$ cat src/rtl/decoder_arb_pkg.sv
// Shared types and constants for the decoder arbiter.
package decoder_arb_pkg;

  typedef enum logic [1:0] {IDLE, HOLD, RESP} state_t;

  localparam int DEF_CODE_W = 7;
  localparam int DEF_RES_W  = 8;

  // Index width that never collapses to zero bits.
  function automatic int idx_w(input int n);
    return (n <= 1) ? 1 : $clog2(n);
  endfunction

endpackage

$ cat src/rtl/decoder_arb_pick.sv
// Combinational winner select: round-robin from last grant, or fixed
// priority (lowest index) when DECODER_ARB_FIXED_PRIO_EN is defined.
module decoder_arb_pick
  import decoder_arb_pkg::*;
#(
  parameter int NREQ = 4,
  parameter int IW   = idx_w(NREQ)
) (
  input  logic [NREQ-1:0] valid,
`ifndef DECODER_ARB_FIXED_PRIO_EN
  input  logic [IW-1:0]   last,
`endif
  output logic [NREQ-1:0] onehot,
  output logic [IW-1:0]   idx,
  output logic            any
);

`ifdef DECODER_ARB_FIXED_PRIO_EN
  always_comb begin
    idx = '0;
    // Descending scan so the lowest asserted index is the final assignment.
    for (int i = NREQ - 1; i >= 0; i--)
      if (valid[i]) idx = IW'(i);
  end
`else
  logic [IW-1:0] pos;
  logic          found;

  always_comb begin
    idx   = '0;
    pos   = '0;
    found = 1'b0;
    // Search starts one past the last grant and wraps.
    for (int k = 1; k <= NREQ; k++) begin
      pos = IW'((int'(last) + k) % NREQ);
      if (!found && valid[pos]) begin
        found = 1'b1;
        idx   = pos;
      end
    end
  end
`endif

  assign any = |valid;

  always_comb begin
    onehot = '0;
    if (any) onehot[idx] = 1'b1;
  end

endmodule

$ cat src/rtl/decoder_arbiter.sv
// Time-shares one decoder among NREQ requesters: grant, hold code for SETTLE
// cycles, sample, return a one-cycle response. Option: DECODER_ARB_FIXED_PRIO_EN.
module decoder_arbiter
  import decoder_arb_pkg::*;
#(
  parameter int NREQ   = 4,
  parameter int CODE_W = DEF_CODE_W,
  parameter int RES_W  = DEF_RES_W,
  parameter int SETTLE = 2,
  parameter int IW     = idx_w(NREQ)
) (
  input  logic                     clock,
  input  logic                     reset_n,
  input  logic [NREQ-1:0]          req_valid,
  input  logic [NREQ*CODE_W-1:0]   req_code,
  output logic [NREQ-1:0]          req_ready,
  output logic [NREQ-1:0]          rsp_valid,
  output logic [RES_W-1:0]         rsp_result,
  output logic [CODE_W-1:0]        dec_code,
  input  logic [RES_W-1:0]         dec_result,
  output logic [IW-1:0]            grant_id,
  output logic                     busy
);

  localparam int CW = idx_w(SETTLE);

  if (SETTLE < 1) begin : g_bad_settle
    $error("decoder_arbiter: SETTLE must be >= 1");
  end

  state_t          state;
  logic [CW-1:0]   cnt;
  logic [NREQ-1:0] pick_oh;
  logic [IW-1:0]   pick_idx;
  logic            pick_any;

`ifndef DECODER_ARB_FIXED_PRIO_EN
  logic [IW-1:0]   last_q;
`endif

  decoder_arb_pick #(.NREQ(NREQ), .IW(IW)) u_pick (
    .valid  (req_valid),
`ifndef DECODER_ARB_FIXED_PRIO_EN
    .last   (last_q),
`endif
    .onehot (pick_oh),
    .idx    (pick_idx),
    .any    (pick_any)
  );

  assign req_ready = (state == IDLE) ? pick_oh : '0;
  assign busy      = (state != IDLE);

  always_comb begin
    rsp_valid = '0;
    if (state == RESP) rsp_valid[grant_id] = 1'b1;
  end

  always_ff @(posedge clock or negedge reset_n) begin
    if (!reset_n) begin
      state      <= IDLE;
      cnt        <= '0;
      dec_code   <= '0;
      rsp_result <= '0;
      grant_id   <= '0;
`ifndef DECODER_ARB_FIXED_PRIO_EN
      last_q     <= IW'(NREQ - 1);
`endif
    end else begin
      case (state)
        IDLE: if (pick_any) begin
          dec_code <= req_code[int'(pick_idx) * CODE_W +: CODE_W];
          grant_id <= pick_idx;
`ifndef DECODER_ARB_FIXED_PRIO_EN
          last_q   <= pick_idx;
`endif
          cnt      <= CW'(SETTLE - 1);
          state    <= HOLD;
        end
        // Sample on the edge closing the last settle cycle.
        HOLD: if (cnt == '0) begin
          rsp_result <= dec_result;
          state      <= RESP;
        end else begin
          cnt <= cnt - 1'b1;
        end
        RESP:    state <= IDLE;
        default: state <= IDLE;
      endcase
    end
  end

endmodule

$ cat config.mk
export PLATFORM = sky130hd
export DESIGN_NAME = decoder_arbiter
export DESIGN_NICKNAME = d
export VERILOG_FILES = /design/src/rtl/decoder_arb_pkg.sv /design/src/rtl/decoder_arb_pick.sv /design/src/rtl/decoder_arbiter.sv
export SDC_FILE = /design/constraint.sdc
export NUM_CORES = 1
export LEC_CHECK = 0
export ABC_AREA = 1
export CAP_MARGIN = 40
export CORE_MARGIN = 2
export CORE_UTILIZATION = 45
export CTS_BUF_LIST = sky130_fd_sc_hd__clkbuf_4 sky130_fd_sc_hd__clkbuf_8 sky130_fd_sc_hd__clkbuf_16
export DETAILED_ROUTE_END_ITERATION = 10
export PLACE_DENSITY_LB_ADDON = 0.25
export SLEW_MARGIN = 20
export SYNTH_ARGS = -nofsm -noshare
export SYNTH_HDL_FRONTEND = slang
export SYNTH_SLANG_ARGS = --single-unit
$ cat constraint.sdc
create_clock -name clock -period 5.5 [get_ports clock]
set_input_delay 1.1 -clock clock [delete_from_list [all_inputs] [get_ports clock]]
set_output_delay 1.1 -clock clock [all_outputs]
set_load 0.01 [all_outputs]
# Word level (Yosys, flattened, before mapping)
# Index checks and enable logic that the tools add are counted.
[totals]
register_bits = 22
in_bits = 42
out_inout_bits = 26
elab_cells = 70
[op_classes]
n_addsub = 5
mul = 1
n_lt_le_gt_ge = 8
eq_ne = 4
n_shift = 1
mux = 28
bitwise_logic = 1
n_reduce_logical = 16
[ops]
columns = ["op", "count"]
rows = [
  ["$shiftx A28 B6 Y7", 1],
  ["$lt A2 B3 Y1 const B", 6],
  ["$mux W2", 6],
  ["$mux W4", 3],
  ["$mux W1", 11],
  ["$bmux W1 S2", 4],
  ["$reduce_and A2 Y1", 4],
  ["$logic_and A1 B1 Y1", 5],
  ["$mul A2 B3 Y5 const B", 1],
  ["$add A2 B1 Y2 const B", 2],
  ["$add A2 B2 Y2 const B", 2],
  ["$demux W1 S2", 2],
  ["$ge A2 B1 Y1 const B", 2],
  ["$ne A2 B2 Y1 const B", 2],
  ["$pmux W2 S2", 1],
  ["$reduce_bool A2 Y1", 2],
  ["$reduce_or A4 Y1", 1],
  ["$logic_not A1 Y1", 3],
  ["$eq A2 B1 Y1 const B", 1],
  ["$eq A2 B2 Y1 const B", 1],
  ["$logic_not A2 Y1", 1],
  ["$pmux W1 S2", 1],
  ["$not A1 Y1", 1],
  ["$sub A1 B1 Y1 const B", 1],
]

# Logic depth before layout (Yosys ltp)
# Gate-level depths: netlist of run 1.
[logic_depth]
word_depth = 19
ltp_mapped = 14
mapped_depth_nobuf = 13

# Hierarchy
# From an unflattened synthesis of run 1, not the netlist that was laid out.
[hier_totals]
hier_cells = 251
hier_area_um2 = 1617.8
[modules_own_cells]
columns = ["mod", "n_inst", "cells_each", "area_per_inst_um2"]
rows = [
  ["decoder_arbiter", 1, 187, 1248.7],
  ["decoder_arb_pick", 1, 64, 369.1],
]

# Least setup slack after synthesis of run 1
# Ideal clock, no wire load.
[synth_path]
path_kind = "input -> output"
start = "input port req_valid[2]"
end = "output port req_ready[2]"
arrival_ns = 2.214
required_time_ns = 4.400
setup_slack_ns = 2.186
path_stages = 10
path_cell_list = "nand2_1 > nand2_1 > nand2_1 > nand2_2 > nor2_8 > nand2_1 > nand2_4 > nand2_4 > buf_12 > nor3_1"
[synth_via]
elab_chain_cells = 18
elab_cells_between_ends = 29
[synth_lines]
columns = ["item", "line", "text"]
rows = [
  ["from (decl)", "decoder_arbiter.sv:14", "input logic [NREQ-1:0] req_valid,"],
  ["$bmux W1 S2", "decoder_arb_pick.sv:36", "if (!found && valid[pos]) begin"],
  ["$mux W1 (not written as such)", "decoder_arb_pick.sv:36", ""],
  ["$mux W1", "decoder_arb_pick.sv:36", ""],
  ["$logic_not A1 Y1", "decoder_arb_pick.sv:36", ""],
  ["$logic_and A1 B1 Y1", "decoder_arb_pick.sv:36", ""],
  ["$mux W1", "decoder_arb_pick.sv:36", ""],
  ["$logic_not A1 Y1", "decoder_arb_pick.sv:36", ""],
  ["$logic_and A1 B1 Y1", "decoder_arb_pick.sv:36", ""],
  ["(+2 left out)", "--", ""],
  ["$logic_and A1 B1 Y1", "decoder_arb_pick.sv:36", ""],
  ["$mux W2", "decoder_arb_pick.sv:36", ""],
  ["$lt A2 B3 Y1 (not written as such) or $ge A2 B1 Y1 (tied branches)", "decoder_arb_pick.sv:48", "if (any) onehot[idx] = 1'b1;"],
  ["$logic_and A1 B1 Y1 (not written as such)", "decoder_arb_pick.sv:48", ""],
  ["$mux W1 (not written as such)", "decoder_arb_pick.sv:48", ""],
  ["$demux W1 S2", "--", ""],
  ["$mux W4 *", "decoder_arb_pick.sv:48", ""],
  ["$mux W4 *", "decoder_arbiter.sv:51", "assign req_ready = (state == IDLE) ? pick_oh : '0;"],
  ["to (decl)", "decoder_arbiter.sv:16", "output logic [NREQ-1:0] req_ready,"],
]
# Every way passes the cells marked *; elsewhere a longest branch is shown, timed or not. The select of a mux whose other input is x is not followed.

# Worst setup path after layout of run 1
[layout_path]
start = "input port req_valid[0]"
end = "output port req_ready[1]"
# The elaborated chain is that of the path after synthesis.

==> impl.org, run 1 <==
** Clock tree
- In this run the number of H-tree levels came out at 1.
- Number of buffers inserted to repair setup after CTS :: 0
- Clock latency on the worst-skew pair, taken at its later pin, is 0.30 ns.
- Clock transition at the registers of the reported paths :: 0.12 ns
- The clock net in this run drives a total of 22 sinks.
- Hold repair after CTS inserted 0 buffers.
- # resized after CTS :: 0
- Buffers from clock root to sink, at most :: 2
- In this run, CTS created clock tree buffers numbering 3.
- CTS tree :: done
- Clock tree root driver cell :: sky130_fd_sc_hd__clkbuf_4

** Timing
- Dividing the final minimum period by the clock period gives 0.820.
- Final setup violation count :: 0
- Skew final :: 0.00787 ns
- Final Hold Fails :: 0
- Fin crit period :: 4.51 ns
- Setup slack of the critical path after layout :: 0.988 ns
- In this run the tightest slew margin relative to its limit is 0.584.
- Setup tns final :: 0 ns
- Timing would allow up to 0.222 GHz.
- Slew at the pin closest to its max-slew limit :: 0.622 ns
- The number of slew-limit violations in the final report came to 0.
- Fin Hold WS :: 0.489 ns
- Setup repair after global routing left no endpoint under its margin.

** Placed design
- Summing all placed instances gives a cell area of 0.00218 mm^2.
- Port buffering added 67 buffers.
- Cell count after placement :: 317
- Placer Congestion :: 0.831
- DP Worst Slack :: 0.957 ns
- Detailed-placement wirelength estimate :: 2.89 mm

** Worst setup path
- Worst EP arrival :: 3.41 ns
- In this run the register-to-register setup slack is 3.28 ns.
- Walking the worst path, the cells encountered are clkdlybuf4s50_1 -> inv_1 -> nand2_1 -> nand2_1 -> o21ai_0 -> nand4_4 -> nand2_4 -> inv_1 -> nor2_1 -> clkdlybuf4s50_1.
- CP max stage cell :: sky130_fd_sc_hd__clkdlybuf4s50_1
- The worst setup path is launched from an input pin.
- Type of the setup path with the least slack :: in -> out
- CP max FO :: 18
- The worst setup path is captured at a primary output.
- At the worst endpoint, the required time is 4.40 ns.
- Largest stage delay on the critical path :: 0.55 ns

** Drt
- Routed length on met3 :: 209 um
- Routed length per placed instance :: 11.1 um
- First-iteration detailed-routing DRC count :: 128
- For this block, the routed nets add up to 3.57 mm of wire.
- In the routed design, unresolved DRC markers number 0.
- Drt first pass iters :: 4
- Routed Antenna Nets :: 0
- The routed design uses 1.74 mm of met2 wire.
- In the routed layout, each cell is associated on average with a via count of 4.79.
- Total number of vias :: 1539
- The highest metal layer carrying signal wires in the routed design is met4.
- DRT met1 WL :: 1.61 mm

** Die
- In this run the count of I/O pins placed on the die edge is 68.
- After floorplanning, the core was sized to cover 0.00310 mm^2.
- The die covers 0.00379 mm^2.
- The initialized floorplan defines 20 standard-cell rows.
- Measured along the y axis, the die boundary spans 61.5 um.
- For this configuration, the core starts out at a cell density of 0.480.
- Die extent in x :: 61.5 um

** Final layout
- Finished Core Util :: 0.719
- Leading cell types in the layout, fill and taps excluded :: sky130_fd_sc_hd__nand2_1 (74), sky130_fd_sc_hd__clkdlybuf4s50_1 (67), sky130_fd_sc_hd__nand3_1 (25)
- At the end of the flow, the number of nets in the layout was 320.
- Area growth from synthesis to final layout :: 49.8%
- Of the cells placed in the final design, the portion with a size suffix greater than 1 is 0.159.
- Leading cell type in the layout, fill and taps excluded :: sky130_fd_sc_hd__nand2_1
- Once layout is done, the placed cells without fillers occupy 0.00223 mm^2.
- Leaving out filler cells and counting taps, the final layout contains 321.
- # diodes :: 0

** Synthesis
- After synthesis the netlist holds a flip-flop and latch count of 22.
- The number of nets in the synthesized netlist is 251.
- In this run, distinct cell masters in the synthesized netlist total 25.
- Post-synthesis cell area :: 0.00149 mm^2
- The Yosys step of the flow raised 0 warnings.
- Area contributors post-synth :: sky130_fd_sc_hd__dfrtp_1 (34%), sky130_fd_sc_hd__nand2_1 (19%), sky130_fd_sc_hd__nand3_1 (8.4%), sky130_fd_sc_hd__nand2_2 (4.6%), sky130_fd_sc_hd__nor2_1 (4.0%)
- A synthesized cell averages 7.13 um^2.
- Of the post-synthesis cell area, the dominant cell type holds 0.336.
- Sequential element share of the synthesized area :: 0.371
- Synth Instances :: 209
- Cell taking the most area after synthesis :: sky130_fd_sc_hd__dfrtp_1

** Global routing
- Wire length of the first global-routing pass :: 6.03 mm
- For this run, the total global-route usage over all layers was measured as 0.210.
- Residual overflow from global routing :: 0
- Largest net degree at the start of global routing :: 19
- Number of global-route vias before repair :: 1468
- The initial antenna violation count came to 0.

** Status
- Run status :: complete, no violations

** Power and ir drop
- Final Power :: 1.44 mW
- Summed over all cells, the static leakage comes to 1.07 nW.
- Power density over the cells :: 644 mW/mm^2
- IR analysis of the VDD net gives a maximum drop of 0.360 mV.

** Run
- Max-cap violations in this run came to 0.

** Min path
- Worst hold path class :: reg -> reg
[where the power goes]
| group | internal, mW | leakage (nW) | switching (mW) | total (mW) |
|---|---|---|---|---|
| sequential | 0.255 | 0.258 | 0.0637 | 0.319 |
| combinational | 0.415 | 0.780 | 0.583 | 0.997 |
| clock | 0.0736 | 0.0279 | 0.0486 | 0.122 |
| total | 0.743 | 1.07 | 0.695 | 1.44 |
[logic make-up (layout without fill, tap and decap cells)]
family	after synthesis	count (layout)	synth area share
buffers and inverters	23	91	0.0798
AOI/OAI and AO/OA	11	11	0.0529
DFF	22	22	0.371
and+or+nand+nor	153	153	0.496
[flip-flops by register name, summed over array words and instances, names as in the netlist]
signal	flops
dec_code	7
grant_id	2
cnt	1
state	2
rsp_result	8
last_q	2
[final cells by class]
cell class	instances	area (um^2)
clock inverter	1	30.0
sequential	22	553
inverter	19	71.3
clock buffer	3	22.5
tap	44	55.1
timing repair buffer	68	682
multi-input combinational	164	818
fill	252	871
[cells in the mapped netlist]
cell type and count:
sky130_fd_sc_hd__nand2_4 3, sky130_fd_sc_hd__nand2_2 11, sky130_fd_sc_hd__a21oi_1 3, sky130_fd_sc_hd__o21ai_2 1
sky130_fd_sc_hd__o21ai_0 4, sky130_fd_sc_hd__nor2_8 1, sky130_fd_sc_hd__nor2_1 16, sky130_fd_sc_hd__nand4_1 2
sky130_fd_sc_hd__inv_1 15, sky130_fd_sc_hd__nor3_1 5, sky130_fd_sc_hd__dfrtp_1 20, sky130_fd_sc_hd__buf_12 1
sky130_fd_sc_hd__buf_2 1, sky130_fd_sc_hd__o21bai_2 1, sky130_fd_sc_hd__dfstp_2 2, sky130_fd_sc_hd__nand3_1 25
sky130_fd_sc_hd__nand3b_1 1, sky130_fd_sc_hd__buf_6 2, sky130_fd_sc_hd__nand2_1 74, sky130_fd_sc_hd__a21boi_1 1
sky130_fd_sc_hd__nor2_2 7, sky130_fd_sc_hd__a21oi_4 1, sky130_fd_sc_hd__inv_2 4, sky130_fd_sc_hd__or2_2 7
sky130_fd_sc_hd__nand4_4 1
[routing by layer]
layer  up-vias  GRT usage
li1        797          -
met5         -          0
met2        50      0.340
met1       690      0.286
met4         0     0.0547
met3         2     0.0483
[critical path, delay by kind of cell]
kind / cells / cell delay, ns
and+or+nand+nor: 5 / 0.83
buffers and inverters: 4 / 1.20
AOI/OAI and AO/OA: 1 / 0.28
[final timing paths]
kind | start | endpoint | depth (start not counted)
min in group asynchronous | reset_n | dec_code[1] | 1
hold / removal | rsp_result[5] | rsp_result[5] | 2
setup reg to reg | last_q[0] | dec_code[5] | 13
max in group asynchronous | reset_n | last_q[0] | 2
hold reg to reg | rsp_result[5] | rsp_result[5] | 2
setup / recovery | req_valid[0] | req_ready[1] | 10
Power figures use the tool's default switching activity.
==> run 2, diff against run 1 <==
--- a/config.mk
+++ b/config.mk
@@ -8,7 +8,7 @@
 export ABC_AREA = 1
 export CAP_MARGIN = 40
 export CORE_MARGIN = 2
-export CORE_UTILIZATION = 45
+export CORE_UTILIZATION = 37
 export CTS_BUF_LIST = sky130_fd_sc_hd__clkbuf_4 sky130_fd_sc_hd__clkbuf_8 sky130_fd_sc_hd__clkbuf_16
 export DETAILED_ROUTE_END_ITERATION = 10
 export PLACE_DENSITY_LB_ADDON = 0.25
==> constraint.sdc (replaced) <==
create_clock -name clock -period 3.8 [get_ports clock]
set_input_delay 0.76 -clock clock [delete_from_list [all_inputs] [get_ports clock]]
set_output_delay 0.76 -clock clock [all_outputs]
set_load 0.01 [all_outputs]
==> run 2 against run 1 <==
Compared with the run above: worst setup slack worse by 0.85 ns; flip-flop and latch count stayed put; sequential power is 45% higher; final area is 2.7% higher; routed wire length is 1.4% higher; highest routed layer is now met3; die area is 20% higher.
==> impl.org, run 2 (synthesis gave the netlist of run 1 again) <==
** Status
- Run status: complete, no violations (unchanged).

** Final layout
- Leading cell types in the layout, fill and taps excluded :: sky130_fd_sc_hd__nand2_1 (74), sky130_fd_sc_hd__clkdlybuf4s50_1 (67), sky130_fd_sc_hd__nand3_1 (25) (unchanged)
- Number of flip-flops in the largest register :: 8 (unchanged)
- Finished Core Util :: 0.581 (was 0.719)
- Leading cell type in the layout, fill and taps excluded :: sky130_fd_sc_hd__nand2_1 (unchanged)
- Leading registers by flop count: rsp_result x8, dec_code x7 (unchanged).
- The final antenna diode count came to 0 (unchanged).
- Area growth from synthesis to final layout :: 53.8% (was 49.8%)
- The most flop-heavy register is rsp_result (unchanged).
- The non-filler instance count after layout is 331 (was 321).
- # nets final :: 324 (was 320)
- Share of final-layout standard cells stronger than drive strength 1 :: 0.171 (was 0.159)

** Timing
- The worst path needs 3.66 ns of the cycle, external delays included.
- In the finished design, the share of the clock period the worst path needs comes to 0.962.
- Final Hold Fails :: 0 (unchanged)
- Setup repair after global routing missed its margin: no (unchanged).
- Slew at the pin closest to its max-slew limit :: 0.604 ns (was 0.622 ns)
- For this run, the top clock speed supported by timing is 0.273 GHz.
- The worst slew margin relative to its limit is 0.596 (was 0.584).
- The number of setup violations in the final report came to 0 (unchanged).
- The number of slew-limit violations in the final report is 0 (unchanged).
- Setup tns final :: 0 ns (unchanged)
- The clock skew came to 0.00208 ns (was 0.00787 ns).

** Min path
- The cell depth of the worst hold path was 2 (unchanged).
- Worst hold path startpoint :: rsp_result[6] (was rsp_result[5])
- The kind of path behind the tightest hold check was reg -> reg (unchanged).
- The endpoint of the worst hold path was rsp_result[6] (was rsp_result[5]).

** Clock tree
- The post-CTS clock slew at the launch and capture registers of the worst setup and hold paths was 0.08 ns (was 0.12 ns).
- Worst-skew pair later-pin latency :: 0.26 ns (was 0.30 ns)
- Buffers from clock root to sink, at most :: 2 (unchanged)
- Clock tree root driver cell :: sky130_fd_sc_hd__clkbuf_8 (was sky130_fd_sc_hd__clkbuf_4)
- # resized after CTS :: 0 (unchanged)
- Number of hold buffers added after cts :: 0 (unchanged)
- CTS tree :: done (unchanged)
- The clock sink total is 22 (unchanged).
- Total number of H-tree levels :: 1 (unchanged)
- Number of buffers inserted to repair setup after CTS :: 0 (unchanged)
- Clock buffer count from CTS :: 3 (unchanged)

** Worst setup path
- Worst reg2reg endpoint :: dec_code[1] (was dec_code[5])
- Worst EP arrival :: 2.90 ns (was 3.41 ns)
- The maximum fanout along the worst path came to 6 (was 18).
- The start-to-end type of the worst setup path is in -> out (unchanged).
- Crit path required time :: 3.04 ns (was 4.40 ns)
- Worst setup slack for register-to-register paths :: 1.56 ns (was 3.28 ns)
- Kind of start point of the critical path :: input pin (unchanged)
- The endpoint kind of the worst setup timing path is a primary output (unchanged).
- The cell depth of the worst flop-to-flop path is 14 (was 13).
- The beginning of the worst register-to-register path is last_q[0] (unchanged).

** Global routing
- The global-route wire length before repair was 5.94 mm (was 6.03 mm).
- Residual overflow from global routing :: 0 (unchanged)
- The initial antenna violation count came to 0 (unchanged).
- Largest net degree at the start of global routing :: 16 (was 19)
- Number of global-route vias before repair :: 1376 (was 1468)
- The global-route usage over all layers came to 0.167 (was 0.210).

** Placed design
- Cell count after placement :: 327 (was 317)
- The placed wire-length estimate after detailed placement was 2.95 mm (was 2.89 mm).
- The number of buffers added on ports was 67 (unchanged).
- The placer's final routability congestion estimate came to 0.823 (was 0.831).

** Drt
- The final routed wirelength across all metal layers was 3.62 mm (was 3.57 mm).
- The routed length per instance is 10.9 um (was 11.1 um).
- The number of search-and-repair iterations in the first detailed-routing pass was 4 (unchanged).
- Post-detailed-route DRC marker count :: 0 (unchanged)
- The detailed router's first-iteration violation count was 58 (was 128).
- Total number of vias :: 1511 (was 1539)
- Detailed-route vias per instance :: 4.56 (was 4.79)
- Routed Antenna Nets :: 0 (unchanged)

** Die
- Die extent in x :: 67.5 um (was 61.5 um)
- Std-Cell Core Area :: 0.00394 mm^2 (was 0.00310 mm^2)
- I/O pin total :: 68 (unchanged)
- The die height was 67.5 um (was 61.5 um).
- Row count :: 23 (was 20)
- Total Die Area :: 0.00455 mm^2 (was 0.00379 mm^2)
- Effective utilization at floorplan :: 0.378 (was 0.480)

** Power and ir drop
- The overall power came to 2.18 mW (was 1.44 mW).
- The static leakage power was 1.09 nW (was 1.07 nW).
- Highest ir drop seen on vdd :: 0.453 mV (was 0.360 mV)
- Power density over the cells :: 950 mW/mm^2 (was 644 mW/mm^2)

** Run
- The total of max-cap violations was 0 (unchanged).
run 2: cell count changes in the layout (fill, tap and decap cells not counted), sizes merged:
cell / previous run / this run
buf: 1 / 5
run 2: worst max path at each step:
stage | cells after the start | slack, ns | from | endpoint
2_1_floorplan | 10 | 1.17 | req_valid[2] | req_ready[2]
4_1_cts | 11 | 0.12 | req_valid[3] | req_ready[3]
5_1_grt | 12 | 0.01 | req_valid[3] | req_ready[1]
3_3_place_gp | 11 | 0.15 | req_valid[1] | req_ready[3]
6_report | 11 | 0.14 | req_valid[3] | req_ready[3]
3_5_place_dp | 11 | 0.14 | req_valid[3] | req_ready[3]
run 2: power by group:
group	total, mW	switching, mW	internal (mW)
combinational	1.50	0.859	0.641
clock	0.215	0.0747	0.140
sequential	0.464	0.0935	0.370
total	2.18	1.03	1.15
run 2: cell type report:
| cell class | instances | area (um^2) |
|---|---|---|
| Sequential cell | 22 | 553 |
| Fill cell | 353 | 1650 |
| Inverter | 19 | 71.3 |
| Clock inverter | 1 | 30.0 |
| Tap cell | 50 | 62.6 |
| Multi-Input combinational cell | 164 | 818 |
| Timing Repair Buffer | 72 | 716 |
| Clock buffer | 3 | 41.3 |
run 2: metrics by stage:
step | hold slack (ns) | setup WS [ns] | instance area, um^2
2_1_floorplan | 0.464 | 1.17 | 1490
3_3_place_gp | 0.455 | 0.148 | 2210
3_5_place_dp | 0.457 | 0.140 | 2220
4_1_cts | 0.478 | 0.122 | 2290
5_1_grt | 0.516 | 0.0129 | 2290
6_report | 0.474 | 0.143 | 2290
run 2: metal layers:
layer  part of all wire  global-route usage
met2               0.46               0.270
met5                  0                   0
met1               0.47               0.240
met4                  0              0.0153
met3              0.062              0.0300
run 2: critical path: stages:
cell and delay [ns]:
sky130_fd_sc_hd__clkdlybuf4s50_1 0.45, sky130_fd_sc_hd__nand2_1 0.09, sky130_fd_sc_hd__nand2_1 0.10, sky130_fd_sc_hd__nand2_2 0.12, sky130_fd_sc_hd__nand2_4 0.08, sky130_fd_sc_hd__nor2_8 0.10
sky130_fd_sc_hd__nand3b_1 0.16, sky130_fd_sc_hd__a21oi_4 0.24, sky130_fd_sc_hd__inv_1 0.15, sky130_fd_sc_hd__nor2_1 0.11, sky130_fd_sc_hd__clkdlybuf4s50_1 0.54
